[src/rtl/yasac_run_ctrl.sv]
// Run controller for one YASAC processor: launch, instruction/cycle counting, budget and abort.
// Optional watchdog (status 11) is built only when YASAC_RUN_CTRL_WDOG_EN is defined.
module yasac_run_ctrl #(
   parameter logic [1:0]  FETCH_STATE = 2'd1,
   parameter logic [15:0] WDOG_CYCLES = 16'd1000
) (
   input  logic        clk,
   input  logic        reset,
   input  logic        run_valid,
   input  logic [15:0] run_limit,
   output logic        run_ready,
   input  logic        abort,
   output logic        cpu_start,
   output logic        cpu_reset,
   input  logic        cpu_ready,
   input  logic [1:0]  cpu_state,
   output logic        busy,
   output logic        done,
   output logic [1:0]  status,
   output logic [15:0] icount,
   output logic [15:0] ccount
);

   typedef enum logic [2:0] {S_IDLE, S_LAUNCH, S_WAIT, S_RUN, S_STOP, S_DONE} state_t;

   localparam logic [1:0] ST_COMPLETE = 2'b00;
   localparam logic [1:0] ST_LIMIT    = 2'b01;
   localparam logic [1:0] ST_ABORT    = 2'b10;
   localparam logic [1:0] ST_TIMEOUT  = 2'b11;

   state_t      r_state, w_state_nxt;
   logic [1:0]  r_status, w_status_nxt;
   logic [1:0]  r_prev_state;
   logic [15:0] r_limit, w_limit_nxt;
   logic [15:0] r_icount, w_icount_nxt, w_icount_inc;
   logic [15:0] r_ccount, w_ccount_nxt, w_ccount_inc;
   logic        r_cpu_start, r_cpu_reset, r_done;
   logic        w_fetch_entry, w_limit_hit, w_wdog_hit;

   assign w_fetch_entry = (cpu_state == FETCH_STATE) && (r_prev_state != FETCH_STATE);
   assign w_limit_hit   = w_fetch_entry && (r_limit != '0) && (r_icount == r_limit);
   assign w_icount_inc  = (r_icount == '1) ? r_icount : r_icount + 16'd1;
   assign w_ccount_inc  = (r_ccount == '1) ? r_ccount : r_ccount + 16'd1;

`ifdef YASAC_RUN_CTRL_WDOG_EN
   logic [15:0] r_wdog;
   logic [15:0] w_wdog_inc;

   assign w_wdog_inc = r_wdog + 16'd1;
   // Timeout fires on the cycle whose increment would reach the limit.
   assign w_wdog_hit = ((r_state == S_WAIT) || ((r_state == S_RUN) && !w_fetch_entry)) &&
                       (w_wdog_inc == WDOG_CYCLES);

   always_ff @(posedge clk or negedge reset) begin
      if (!reset) begin
         r_wdog <= '0;
      end else begin
         case (r_state)
            S_IDLE:  r_wdog <= '0;
            S_WAIT:  r_wdog <= w_wdog_inc;
            S_RUN:   r_wdog <= w_fetch_entry ? '0 : w_wdog_inc;
            default: r_wdog <= r_wdog;
         endcase
      end
   end
`else
   logic [15:0] w_unused_wdog;

   assign w_unused_wdog = WDOG_CYCLES;
   assign w_wdog_hit    = 1'b0;
`endif

   always_comb begin
      w_state_nxt  = r_state;
      w_status_nxt = r_status;
      w_limit_nxt  = r_limit;
      w_icount_nxt = r_icount;
      w_ccount_nxt = r_ccount;
      case (r_state)
         S_IDLE: begin
            if (run_valid) begin
               w_state_nxt  = S_LAUNCH;
               w_status_nxt = ST_COMPLETE;
               w_limit_nxt  = run_limit;
               w_icount_nxt = '0;
               w_ccount_nxt = '0;
            end
         end
         S_LAUNCH: begin
            w_ccount_nxt = w_ccount_inc;
            w_state_nxt  = S_WAIT;
         end
         S_WAIT: begin
            w_ccount_nxt = w_ccount_inc;
            if (abort) begin
               w_state_nxt  = S_STOP;
               w_status_nxt = ST_ABORT;
            end else if (w_wdog_hit) begin
               w_state_nxt  = S_STOP;
               w_status_nxt = ST_TIMEOUT;
            end else if (!cpu_ready) begin
               w_state_nxt  = S_RUN;
            end
         end
         S_RUN: begin
            w_ccount_nxt = w_ccount_inc;
            if (abort) begin
               w_state_nxt  = S_STOP;
               w_status_nxt = ST_ABORT;
            end else if (cpu_ready) begin
               w_state_nxt  = S_DONE;
               w_status_nxt = ST_COMPLETE;
            end else if (w_limit_hit) begin
               w_state_nxt  = S_STOP;
               w_status_nxt = ST_LIMIT;
            end else if (w_wdog_hit) begin
               w_state_nxt  = S_STOP;
               w_status_nxt = ST_TIMEOUT;
            end else if (w_fetch_entry) begin
               w_icount_nxt = w_icount_inc;
            end
         end
         S_STOP:  w_state_nxt = S_DONE;
         S_DONE:  w_state_nxt = S_IDLE;
         default: w_state_nxt = S_IDLE;
      endcase
   end

   always_ff @(posedge clk or negedge reset) begin
      if (!reset) begin
         r_state      <= S_IDLE;
         r_status     <= ST_COMPLETE;
         r_prev_state <= '0;
         r_limit      <= '0;
         r_icount     <= '0;
         r_ccount     <= '0;
         r_cpu_start  <= 1'b0;
         r_cpu_reset  <= 1'b0;
         r_done       <= 1'b0;
      end else begin
         r_state      <= w_state_nxt;
         r_status     <= w_status_nxt;
         r_prev_state <= cpu_state;
         r_limit      <= w_limit_nxt;
         r_icount     <= w_icount_nxt;
         r_ccount     <= w_ccount_nxt;
         r_cpu_start  <= (w_state_nxt == S_LAUNCH);
         r_cpu_reset  <= (w_state_nxt == S_STOP);
         r_done       <= (w_state_nxt == S_DONE);
      end
   end

   assign run_ready = (r_state == S_IDLE);
   assign busy      = (r_state != S_IDLE);
   assign cpu_start = r_cpu_start;
   assign cpu_reset = r_cpu_reset;
   assign done      = r_done;
   assign status    = r_status;
   assign icount    = r_icount;
   assign ccount    = r_ccount;

endmodule

[config.mk]
export PLATFORM = sky130hd
export DESIGN_NAME = yasac_run_ctrl
export DESIGN_NICKNAME = d
export VERILOG_FILES = /design/src/rtl/yasac_run_ctrl.sv
export SDC_FILE = /design/constraint.sdc
export NUM_CORES = 1
export LEC_CHECK = 0
export ABC_AREA = 0
export BUFFER_PORTS_ARGS = -buffer_cell sky130_fd_sc_hd__buf_2
export CAP_MARGIN = 5
export CORE_MARGIN = 5
export CORE_UTILIZATION = 28
export DETAILED_ROUTE_END_ITERATION = 10
export HOLD_SLACK_MARGIN = 0.1
export SETUP_SLACK_MARGIN = 0.1
export SLEW_MARGIN = 20
export SYNTH_ARGS = -nofsm -noshare
export SYNTH_HDL_FRONTEND = slang
export SYNTH_SLANG_ARGS = --single-unit
[constraint.sdc]
create_clock -name clk -period 2.5 [get_ports clk]
set_input_delay 0.75 -clock clk [delete_from_list [all_inputs] [get_ports clk]]
set_output_delay 0.75 -clock clk [all_outputs]
set_load 0.01 [all_outputs]
==> impl_metrics.tcl <==
set metrics [dict create \
    synth_edf_count 0 \
    avgRoutedWirePerCell_um 14.9 \
    clockBufferDepth 2 \
    r2r_slack_ns 0.14 \
    path_buf_inv 0 \
    synth.distinct_cells 43 \
    finalNetCount 452 \
    synth.net_count 373 \
    htree_levels 3 \
    internal_power_mw 2.01 \
    drv_cap 0 \
    synth_top_area_share_pct 47.2 \
    r2r_end "icount[14]" \
    rsz0062_at_grt "true" \
    syn_avg_cell_area_um2 8.83 \
    r2r.worst_path.cells 6 \
    cts_sinks 58 \
    worst_pin_slew_ns 0.484 \
    clk_pin_slew_ns 0.07 \
    p_seq_share_pct 42.4 \
    slew_headroom_pct 67.4 \
    drv_slew 0 \
    powerDensity_nw_per_um2 833 \
    crit_end "icount[14]" \
    fillers 1121 \
    cts_buffers 9 \
    finalSetupViolations 0 \
    grt_pass1_wl_mm 14.4 \
    leakage_nw 1.85 \
    crit_fanout 5 \
    hold_violations 0 \
    post-synth-top-area-cell "dfrtp_1" \
    ys.flop_type "dfrtp_1" \
    outcome "completed" \
    drt_iter0_drc 118 \
    num_rows 38 \
    power_mw 3.22 \
    drive_above_1_share_pct 24.3 \
    synth_warnings 0 \
    cts_tree "yes" \
    netlist_instances 348 \
    cp_cell_sequence "xor2_1 > or4_1 > or4_4 > or3_4 > and3_1 > o21a_1" \
    port_buffers 61 \
    seq_area_um2 1450 \
    clk_latency_ns 0.34 \
    dr.pass1.iters 4 \
    mappedNetlistArea_um2 3070 \
    track_usage_pct 13.7 \
    synth_area_leaders "dfrtp_1, nand2_1, xnor2_1" \
    async_flop_share_pct 100 \
    startpoint_type "flop" \
    p_sw_mw 1.22 \
    pwr-share-comb_pct 32.5 \
    die-area_um2 13200 \
    grt_pass1_vias 2864 \
    switching_share_pct 37.8 \
    max_freq_ghz 0.424 \
    routed_via_density 4.96 \
    die_h_um 115 \
    cp.required_ns 2.73 \
    antenna_cells 0 \
    cp_num_cells 6 \
    area_growth_syn_to_layout_pct 25.9 \
    worstReg2RegStart "r_limit[0]" \
    drtAntennaViolNets 0 \
    crit_slowest_cell "or4_1" \
    grt_overflow 0 \
    cpPeakStageDelay_ns 0.53 \
    hp-class "input pin to async pin" \
    finalCriticalPeriod_ns 2.36 \
    initial_core_util_pct 28.5 \
    crit_start "r_limit[0]" \
    final.period_utilization_pct 94.3 \
    seq_area_frac_synth_pct 47.2 \
    end_kind "flop" \
    cp_top_family "simple AND/OR/NAND/NOR gates" \
    arrival_ns 2.59 \
    dp_hpwl_mm 6.35 \
    vias 2836 \
    gp_congestion 0.845 \
    worstSetupPathType "flop to flop" \
    ioPinCount 62 \
    grt_max_degree 39 \
    yosys_register_bits 58 \
    route.detailed.drc 0 \
    power_frac_clock_pct 25.1 \
    max-vdd-ir-drop_uv 262 \
    antenna_found_initial 0 \
    core_um2 10800 \
    cts_root_buf "clkbuf_8" \
    die_w_um 115 \
    drt_wl_total_mm 8.52 \
    finalClockSkew_ns 0.0103 \
    multi_input_area_um2 1540 \
    post-route-util_pct 35.9 \
]
## Yosys cell counts, drive strengths merged, types with 2 or more instances
cell	number
a21oi	14
ha	2
o211ai	5
o31ai	6
a31oi	3
mux2i	5
or3	5
o21ai	13
and3	6
nand3	18
nand2b	3
buf	6
nand2	81
inv	13
o21a	3
clkbuf	8
nor4	9
nor2	18
xor2	11
nand4	11
and4	2
or4	11
xnor2	16
nor3	7
dfrtp	58
## per-layer routing
| layer | track usage (%) | share of wire, % | up-vias |
|---|---|---|---|
| li1 | - | - | 1386 |
| met2 | 20.9 | 45 | 81 |
| met3 | 4.16 | 4.7 | 9 |
| met1 | 18.9 | 49 | 1360 |
| met4 | 4.23 | 1.0 | 0 |
| met5 | 0 | 0 | - |
## logic make-up after synthesis
group / count (synthesis) / synth area share, %
fa+ha+maj: 2 / 0.814
compound gates: 53 / 11.6
flops: 58 / 47.2
mux: 5 / 1.63
buf+inv: 27 / 3.50
xor+xnor: 27 / 7.69
simple gates: 176 / 27.5
## worst register-to-register path, stage by stage, from the launching register on
cell and delay, ns:
dfrtp_1 0.42, xor2_1 0.19, or4_1 0.53, or4_4 0.41, or3_4 0.37, and3_1 0.18, o21a_1 0.16
## cells in the final DEF, fill, tap and decap left out, types with 4 or more instances in the layout
cell,count
nor4_1,7
nand3_1,18
o21ai_0,11
xnor2_1,16
or4_1,10
nand4_1,11
buf_2,61
dfrtp_1,57
buf_4,20
a21oi_1,14
nand2_1,81
clkbuf_8,12
o211ai_1,5
or3_1,4
inv_1,12
and3_1,6
xor2_1,11
nor2_1,18
mux2i_1,5
o31ai_1,6
nor3_1,7
## stage by stage
stage	instances	hold WS (ns)	setup TNS (ns)	cell area [µm²]	worst slack, ns
global placement	555	0.515	-0.00855	3660	-0.00855
global route	572	0.381	0	3870	0.0657
CTS	571	0.357	0	3840	0.127
finish	572	0.357	0	3870	0.142
detailed placement	555	0.511	-0.219	3660	-0.0765
floorplan	348	0.454	0	3080	0.113
## layout make-up
class / instances / share of cell area [%]
clock buffers: 14 / 4.46
well taps: 140 / 4.52
clock inverters: 2 / 0.259
repair buffers: 82 / 12.3
flip-flops and latches: 58 / 37.5
inverters: 13 / 1.26
multi-input cells: 263 / 39.7
## power by group through the flow
stage / Sequential, mW / Combinational (mW) / Clock, mW
after floorplan: 1.32 / 0.739 / 0
after global placement: 1.38 / 1.02 / 0
after detailed placement: 1.39 / 1.05 / 0
after global routing: 1.41 / 1.19 / 0.883
after CTS: 1.37 / 1.05 / 0.829
final: 1.37 / 1.05 / 0.809
## state kept, by name, indices dropped and copies added (netlist names)
name,cells
r_state,3
cpu_start,1
cpu_reset,1
r_prev_state,2
done,1
ccount,16
icount,16
r_limit,16
status,2
## timing repair
action	in CTS	in global routing
endpoints found under the setup margin	0	13
hold buffers	0	0
hold endpoints to repair	0	0
buffers inserted	0	1
gates resized for setup	0	5
## how the worst min path moves through the flow
stage            endpoint       start  depth (start not counted)
6_report        icount[7]       reset                          1
3_3_place_gp    ccount[3]   ccount[3]                          1
3_5_place_dp   r_limit[4]  r_limit[4]                          2
2_1_floorplan   ccount[0]       reset                          0
5_1_grt         icount[6]       reset                          1
4_1_cts         icount[7]       reset                          1
Note: power is estimated with default switching activity, not from simulation.
